$ cat src/rtl/mips_pkg.sv
`default_nettype none
// +----------------------------------------------------------------------+
// | mips_pkg                                                             |
// | Shared types and constants for the MIPS fetch front end.             |
// | Revision: 1.0                                                        |
// +----------------------------------------------------------------------+
package mips_pkg;

  // Fetch sequencer states
  typedef enum logic [1:0] {
    ISSUE = 2'd0,  // present a request to instruction memory
    WAIT  = 2'd1,  // request outstanding, response wanted
    DROP  = 2'd2,  // request outstanding, response to be discarded
    HOLD  = 2'd3   // response parked in the hold buffer behind a stall
  } fetch_state_t;

  localparam logic [31:0] RESET_PC_DEFAULT = 32'h0000_0000;
  localparam int          IMM_MSB          = 15;
  localparam int          IMM_LSB          = 0;
  localparam int          PC_STEP          = 4;

endpackage : mips_pkg
`default_nettype wire

$ cat src/rtl/if_id_reg.sv
`default_nettype none
// +----------------------------------------------------------------------+
// | if_id_reg                                                            |
// | IF/ID pipeline register: instruction, pc+4 and valid flag, with      |
// | clear > load > stall > consume priority.                             |
// | Revision: 1.0                                                        |
// +----------------------------------------------------------------------+
module if_id_reg #(
  parameter int ADDR_W = 32
) (
  input  logic              clk,
  input  logic              reset,
  input  logic              clear,         // flush or redirect this cycle
  input  logic              load,          // new instruction arrives
  input  logic              stall,         // decode holds current contents
  input  logic [31:0]       load_instr,
  input  logic [ADDR_W-1:0] load_pc_plus4,
  output logic [31:0]       instr,
  output logic [ADDR_W-1:0] pc_plus4,
  output logic              valid
);

  // Data fields only change on a load; they stay stale when valid drops.
  always_ff @(posedge clk or posedge reset) begin
    if (reset) begin
      instr    <= '0;
      pc_plus4 <= '0;
      valid    <= 1'b0;
    end else if (clear) begin
      valid    <= 1'b0;
    end else if (load) begin
      instr    <= load_instr;
      pc_plus4 <= load_pc_plus4;
      valid    <= 1'b1;
    end else if (!stall) begin
      valid    <= 1'b0;
    end
  end

endmodule : if_id_reg
`default_nettype wire

$ cat src/rtl/fetch_stage.sv
`default_nettype none
// +----------------------------------------------------------------------+
// | fetch_stage                                                          |
// | Instruction fetch: PC, single-outstanding memory request sequencer,  |
// | one-entry hold buffer and IF/ID register feeding sign extension.     |
// | Revision: 1.0                                                        |
// +----------------------------------------------------------------------+
module fetch_stage
  import mips_pkg::*;
#(
  parameter int                ADDR_W   = 32,
  parameter logic [ADDR_W-1:0] RESET_PC = ADDR_W'(RESET_PC_DEFAULT)
) (
  input  logic              clk,
  input  logic              reset,
  output logic              imem_req,
  output logic [ADDR_W-1:0] imem_addr,
  input  logic              imem_rvalid,
  input  logic [31:0]       imem_rdata,
  input  logic              stall_d,
  input  logic              flush_d,
  input  logic              redirect_valid,
  input  logic [ADDR_W-1:0] redirect_pc,
  output logic [31:0]       instr_d,
  output logic [ADDR_W-1:0] pc_plus4_d,
  output logic              valid_d,
  output logic [15:0]       imm_d,
  output logic              busy
);

  fetch_state_t      state, next_state;
  logic [ADDR_W-1:0] pc, next_pc;
  logic [ADDR_W-1:0] pc_next_seq;
  logic [31:0]       hold_buf;
  logic              buf_load;
  logic              ifid_load;
  logic [31:0]       ifid_instr;
  logic              can_accept;

  // Increment wraps naturally at the top of the address space.
  assign pc_next_seq = pc + ADDR_W'(PC_STEP);
  assign can_accept  = !valid_d || !stall_d;

  // Request is masked during reset since the state register already reads ISSUE.
  assign imem_req  = (state == ISSUE) && !redirect_valid && !reset;
  assign imem_addr = pc;
  assign busy      = (state == WAIT) || (state == DROP);
  assign imm_d     = instr_d[IMM_MSB:IMM_LSB];

  // State, PC and hold buffer registers.
  always_ff @(posedge clk or posedge reset) begin
    if (reset) begin
      state    <= ISSUE;
      pc       <= RESET_PC;
      hold_buf <= '0;
    end else begin
      state <= next_state;
      pc    <= next_pc;
      if (buf_load) hold_buf <= imem_rdata;
    end
  end

  // Next-state, next-PC and IF/ID load decisions.
  always_comb begin
    next_state = state;
    next_pc    = pc;
    ifid_load  = 1'b0;
    ifid_instr = imem_rdata;
    buf_load   = 1'b0;
    case (state)
      ISSUE: begin
        if (redirect_valid) next_pc    = redirect_pc;
        else                next_state = WAIT;
      end
      WAIT: begin
        if (imem_rvalid) begin
          if (redirect_valid) begin
            next_pc    = redirect_pc;
            next_state = ISSUE;
          end else if (can_accept) begin
            ifid_load  = 1'b1;
            next_pc    = pc_next_seq;
            next_state = ISSUE;
          end else begin
            buf_load   = 1'b1;
            next_state = HOLD;
          end
        end else if (redirect_valid) begin
          next_pc    = redirect_pc;
          next_state = DROP;
        end
      end
      DROP: begin
        if (redirect_valid) next_pc    = redirect_pc;
        if (imem_rvalid)    next_state = ISSUE;
      end
      HOLD: begin
        if (redirect_valid) begin
          next_pc    = redirect_pc;
          next_state = ISSUE;
        end else if (!stall_d) begin
          ifid_load  = 1'b1;
          ifid_instr = hold_buf;
          next_pc    = pc_next_seq;
          next_state = ISSUE;
        end
      end
      default: next_state = ISSUE;
    endcase
  end

  if_id_reg #(
    .ADDR_W(ADDR_W)
  ) u_if_id (
    .clk          (clk),
    .reset        (reset),
    .clear        (flush_d || redirect_valid),
    .load         (ifid_load),
    .stall        (stall_d),
    .load_instr   (ifid_instr),
    .load_pc_plus4(pc_next_seq),
    .instr        (instr_d),
    .pc_plus4     (pc_plus4_d),
    .valid        (valid_d)
  );

endmodule : fetch_stage
`default_nettype wire
$ cat config.mk
export PLATFORM = sky130hd
export DESIGN_NAME = fetch_stage
export DESIGN_NICKNAME = d
export VERILOG_FILES = /design/src/rtl/mips_pkg.sv /design/src/rtl/if_id_reg.sv /design/src/rtl/fetch_stage.sv
export SDC_FILE = /design/constraint.sdc
export NUM_CORES = 1
export LEC_CHECK = 0
export BUFFER_PORTS_ARGS = -buffer_cell sky130_fd_sc_hd__buf_2
export CAP_MARGIN = 20
export CELL_PAD_IN_SITES_DETAIL_PLACEMENT = 2
export CELL_PAD_IN_SITES_GLOBAL_PLACEMENT = 2
export CORE_ASPECT_RATIO = 0.7
export CORE_MARGIN = 2
export CORE_UTILIZATION = 29
export DETAILED_ROUTE_END_ITERATION = 10
export GPL_ROUTABILITY_DRIVEN = 0
export PLACE_DENSITY = 0.79
export RECOVER_POWER = 25
export SLEW_MARGIN = 10
export SYNTH_ARGS = -nofsm -noshare
export SYNTH_HDL_FRONTEND = slang
export SYNTH_SLANG_ARGS = --single-unit
$ cat constraint.sdc
create_clock -name clk -period 5.19 [get_ports clk]
set_clock_uncertainty 0.15 [all_clocks]
set_input_delay 1.038 -clock clk [delete_from_list [all_inputs] [get_ports clk]]
set_output_delay 1.038 -clock clk [all_outputs]
set_load 0.01 [all_outputs]
==> impl_metrics.toml, run 1 <==
[route]
first_pass_iters = 4
final_antenna_net_count = 0
routedWlPerCell_microns = 19.8
dr.first_iter.drc_count = 317
vias = 5581
wl_mm = 22.4
drc_errors = 0
routed_via_density = 4.93

[sta]
worstMarginPinSlew_ps = 1110
finalCriticalPeriod_ps = 3380
slew_viol_final = 0
setup_tns_ps = 0
timing.fmax_ghz = 0.296
timing.slew.headroom = 0.253
setup_viol = 0
fin_crit_sh = 0.651
whs_ps = 326
rsz0062_at_grt = "false"
finalHoldViolCount = 0

[yosys]
syn_avg_cell_area_sq_um = 10.1
synthesis.area_sq_um = 6610
synth_cell_type_count = 54
ys_ff_latch = 131
synth_top_flop_cell = "dfrtp_1"
synth_edf_count = 0
ys_warn_count = 0
syn_inst = 656
synthArstFlopShare = 1.00
synth_nets = 731
seq_area_frac_synth = 0.496

[finish]
drive_gt1_frac = 0.332
fin_area_sq_um = 8400
seq_area_sq_um = 3280
syn2layout_area_growth_pct = 27.0
num-fill-cells = 2471
final_cell_mix = "183 x buf_2, 131 x dfrtp_1, 101 x nand2_1"
final_common_cell = "buf_2"
diodes = 0
utilization = 0.373
multiInputGateArea_sq_um = 2980
fin_nets = 881

[floorplan]
die-area_sq_um = 24000
coreArea_sq_um = 22500
die_y_microns = 130
start_util = 0.294
num_rows = 46
ios = 185
fp.dieW_microns = 184

[placement]
dp_hpwl_mm = 15.6
placed_area_sq_um = 7680
io_buffers = 184

[worst_setup_path]
cp.arrival_ps = 2190
worstPathRequired_ps = 4000
cp_max_fo = 24
critPathCaptureType = "primary output"
crit_type = "in2out"
start_kind = "primary input"

[min_path]
min_path_type = "reg2reg"

[power]
finalPower_w = 0.00496
power_density_nw_per_um2 = 591
p_leak_nw = 3.95
max-vdd-ir-drop_v = 0.000243

[outcome]
status = "finished, final reports clean"

[global_routing]
grtUsageTotal = 0.192
antenna_found_initial = 0
grt_pass1_vias = 5793
grt_max_degree = 132
grt-ovfl-total = 0
grt_pass1_wl_mm = 34.5

[cts]
htree_levels = 4
cts_buffers = 17
clkTransAtPathRegs_ps = 60
cts_resized = 0
cts.root.buffer_cell = "clkbuf_16"
hold_buffers = 0
cts_setup_buffers = 0
clock_sinks = 131
tritoncts = "built"
clock_latency_ps = 430
cts.path.max_buffers = 2

[job]
cap_viol_max_count = 0
==> metrics by stage <==
stage | worst slack [ps] | cells
6_report | 1810 | 1131
5_1_grt | 1700 | 1131
4_1_cts | 1840 | 1130
3_5_place_dp | 1540 | 1098
3_3_place_gp | 1620 | 1098
2_1_floorplan | 438 | 656
==> critical path: stages <==
cell	delay, ps
buf_2	420
inv_1	310
and3_1	250
buf_2	150
==> path summary, 6_finish.rpt <==
kind                       slack (ps)                 start              endpoint  cells after the start
min in group asynchronous         780                 reset  u_if_id.pc_plus4[31]                      3
max reg2reg                      2040          imem_addr[4]         imem_addr[31]                      5
max in group asynchronous        3510                 reset  u_if_id.pc_plus4[28]                      3
max                              1810        redirect_valid              imem_req                      4
min reg2reg                       330  u_if_id.pc_plus4[16]  u_if_id.pc_plus4[16]                      2
min                               330  u_if_id.pc_plus4[16]  u_if_id.pc_plus4[16]                      2
==> registers in the layout (all words and copies together), names as in the netlist <==
signal            flops
hold_buf             32
imem_addr            32
state                 2
u_if_id.instr        32
u_if_id.pc_plus4     32
u_if_id.valid         1
==> routing by layer <==
| layer | wire length (microns) | global-route usage | vias to the layer above | share of wire |
|---|---|---|---|---|
| met5 | 0 | 0 | - | 0 |
| met1 | 11200 | 0.280 | 2808 | 0.50 |
| met4 | 279 | 0.0560 | 0 | 0.012 |
| met3 | 1150 | 0.0449 | 16 | 0.051 |
| li1 | - | - | 2605 | - |
| met2 | 9760 | 0.282 | 152 | 0.44 |
==> cells by family (layout without fill, tap and decap cells) <==
| family | Yosys count | in the layout | share of synthesized area |
|---|---|---|---|
| AND/OR/NAND/NOR | 202 | 202 | 0.151 |
| AO/OA/AOI/OAI | 143 | 143 | 0.130 |
| flip-flops | 131 | 131 | 0.496 |
| buffers and inverters | 73 | 236 | 0.0581 |
| multiplexers | 75 | 75 | 0.121 |
| XOR/XNOR | 27 | 27 | 0.0358 |
| adder cells (fa/ha/maj) | 5 | 5 | 0.00946 |
==> cell usage after synthesis, types with 3 or more instances <==
master | number | share of area
nor4_1 | 5 | 0.0047
o211ai_1 | 5 | 0.0057
dfrtp_1 | 131 | 0.50
o311ai_0 | 7 | 0.0093
buf_2 | 19 | 0.014
a31oi_1 | 4 | 0.0038
ha_1 | 5 | 0.0095
nor3_1 | 8 | 0.0061
inv_1 | 13 | 0.0074
a21oi_1 | 15 | 0.011
xnor2_1 | 14 | 0.019
buf_4 | 23 | 0.026
a32oi_1 | 5 | 0.0066
a22oi_1 | 5 | 0.0057
nand2_1 | 101 | 0.057
o31a_1 | 3 | 0.0040
nor2_1 | 30 | 0.017
xor2_1 | 13 | 0.017
clkbuf_1 | 18 | 0.010
o21ai_0 | 82 | 0.062
mux2i_1 | 38 | 0.058
mux2_2 | 37 | 0.063
nand3_1 | 17 | 0.013
and3_1 | 6 | 0.0057
nand4_1 | 12 | 0.011
and4_1 | 3 | 0.0040
==> where the power goes <==
part | total (W) | internal (W) | switching, W
clock | 0.00146 | 0.000976 | 0.000489
combinational | 0.00163 | 0.000670 | 0.000960
sequential | 0.00187 | 0.00142 | 0.000444
==> area by class of cell <==
| class | instances | share of cell area |
|---|---|---|
| Clock buffer | 19 | 0.0539 |
| Clock inverter | 13 | 0.0303 |
| Inverter | 13 | 0.00596 |
| Multi-Input combinational cell | 452 | 0.355 |
| Sequential cell | 131 | 0.390 |
| Tap cell | 312 | 0.0465 |
| Timing Repair Buffer | 191 | 0.118 |
Note: power is estimated with default switching activity, not from simulation.
==> run 2: changes to the inputs <==
==> constraint.sdc (replaced) <==
create_clock -name clk -period 2.7 [get_ports clk]
set_clock_uncertainty 0.15 [all_clocks]
set_input_delay 0.54 -clock clk [delete_from_list [all_inputs] [get_ports clk]]
set_output_delay 0.54 -clock clk [all_outputs]
set_load 0.01 [all_outputs]
==> run 2 against run 1 <==
The flow now finishes with violations (max-capacitance violations, max-slew violations); global-route usage increased by 0.093 points; critical path depth rose by 4; sequential power grew 89%; design area grew 1.5%; register-to-register slack worse by 1900 ps; combinational power rose by 100%; clock power increased by 77%; cell count grew 1.8%; clock-buffer cell count up 2; critical endpoint is now imem_addr[9]; largest power group unchanged; highest routed layer unchanged.
==> impl_metrics.toml, run 2 (synthesis results as in run 1) <==
[placement]
io_buffers = 184
place_inst = 1118
placed_area_sq_um = 7880
dp_hpwl_mm = 16.2

[power]
max-vdd-ir-drop_v = 0.000417
p_leak_nw = 4.03
power_density_nw_per_um2 = 1110
finalPower_w = 0.00946

[route]
wl_mm = 22.4
vias = 5713
routed_via_density = 4.96
drc_errors = 0
final_antenna_net_count = 0
first_pass_iters = 4
dr.first_iter.drc_count = 288
routedWlPerCell_microns = 19.5

[cts]
tritoncts = "built"
htree_levels = 4
clkTransAtPathRegs_ps = 60
clock_latency_ps = 420
clock_sinks = 131
hold_buffers = 0
cts_buffers = 17
cts.root.buffer_cell = "clkbuf_16"
cts_setup_buffers = 0
cts_resized = 0
cts.path.max_buffers = 2

[global_routing]
grt_pass1_wl_mm = 35.3
grtUsageTotal = 0.193
grt-ovfl-total = 0
antenna_found_initial = 1
grt_max_degree = 132
grt_pass1_vias = 6044

[sta]
finalHoldViolCount = 0
worstMarginPinSlew_ps = 1900
rsz0062_at_grt = "false"
slew_viol_final = 132
timing.fmax_ghz = 0.395
whs_ps = 170
setup_viol = 0
finalCriticalPeriod_ps = 2530
fin_crit_sh = 0.938
timing.slew.headroom = -0.265

[finish]
final_common_cell = "buf_2"
drive_gt1_frac = 0.350
fin_area_sq_um = 8530
fin_cells = 1151
final_cell_mix = "184 x buf_2, 131 x dfrtp_1, 101 x nand2_1"
multiInputGateArea_sq_um = 2980
utilization = 0.379
num-fill-cells = 2544
syn2layout_area_growth_pct = 28.9
seq_area_sq_um = 3280
fin_nets = 900

[worst_setup_path]
worstPathRequired_ps = 2820
crit_type = "reg2reg"
cp.arrival_ps = 2650
r2r_cells = 8
critPathCaptureType = "register"
cp_max_fo = 11
start_kind = "register"

[job]
cap_viol_max_count = 1

[floorplan]
ios = 185
die-area_sq_um = 24000
die_y_microns = 130
start_util = 0.294
coreArea_sq_um = 22500
fp.dieW_microns = 184
num_rows = 46

[min_path]
min_path_type = "in2reg"
hold_path_depth = 2

[outcome]
violations = "max-capacitance violations, max-slew violations"
status = "finished, violations left"
## run 2: changes by cell type in the layout (fill, tap and decap cells not counted), sizes merged, moves of 2 or more
cell,before,now
buf,190,209
bufinv,7,4
clkbuf,20,22
clkinv,5,3
clkinvlp,2,4
## run 2: metal layers
layer,share of wire,vias to the layer above,GRT usage
met5,0,-,0
met4,0.013,0,0.0569
met3,0.056,16,0.0433
met2,0.45,153,0.298
met1,0.48,2892,0.271
li1,-,2652,-
## run 2: report_power, final
group | switching [W] | total, W | internal, W
clock network | 0.000933 | 0.00258 | 0.00165
logic | 0.00193 | 0.00333 | 0.00140
registers | 0.000806 | 0.00354 | 0.00273
total | 0.00367 | 0.00946 | 0.00578
## run 2: path summary, 6_finish.rpt
| path | start | endpoint | slack, ps |
|---|---|---|---|
| worst max-delay path | state[1] | imem_addr[9] | 170 |
| worst min-delay path | flush_d | u_if_id.valid | 170 |
| worst max register to register | state[1] | imem_addr[9] | 170 |
| worst min register to register | u_if_id.pc_plus4[25] | u_if_id.pc_plus4[25] | 330 |
| max in group asynchronous | reset | imem_addr[27] | 340 |
| min in group asynchronous | reset | imem_addr[12] | 800 |
## run 2: area by class of cell
| class | instances | area share |
|---|---|---|
| Antenna cell | 1 | 0.000294 |
| Clock buffer | 21 | 0.0564 |
| Clock inverter | 11 | 0.0204 |
| Inverter | 13 | 0.00587 |
| Multi-Input combinational cell | 452 | 0.350 |
| Sequential cell | 131 | 0.385 |
| Tap cell | 312 | 0.0458 |
| Timing Repair Buffer | 210 | 0.137 |
## run 2: per-stage QoR
step	setup TNS (ps)	worst slack, ps
after floorplan	-1000	-1000
after global placement	0	290
after detailed placement	0	168
after CTS	0	51.5
after global routing	0	17.4
final	0	168
## run 2: worst max-delay path, cell delays in order (launching register included)
cell and delay (ps):
dfrtp_1 410, inv_1 100, ha_2 320, nand2_1 190, o31a_1 250, a21o_1 310
buf_4 210, o21ai_0 270, o211ai_1 160
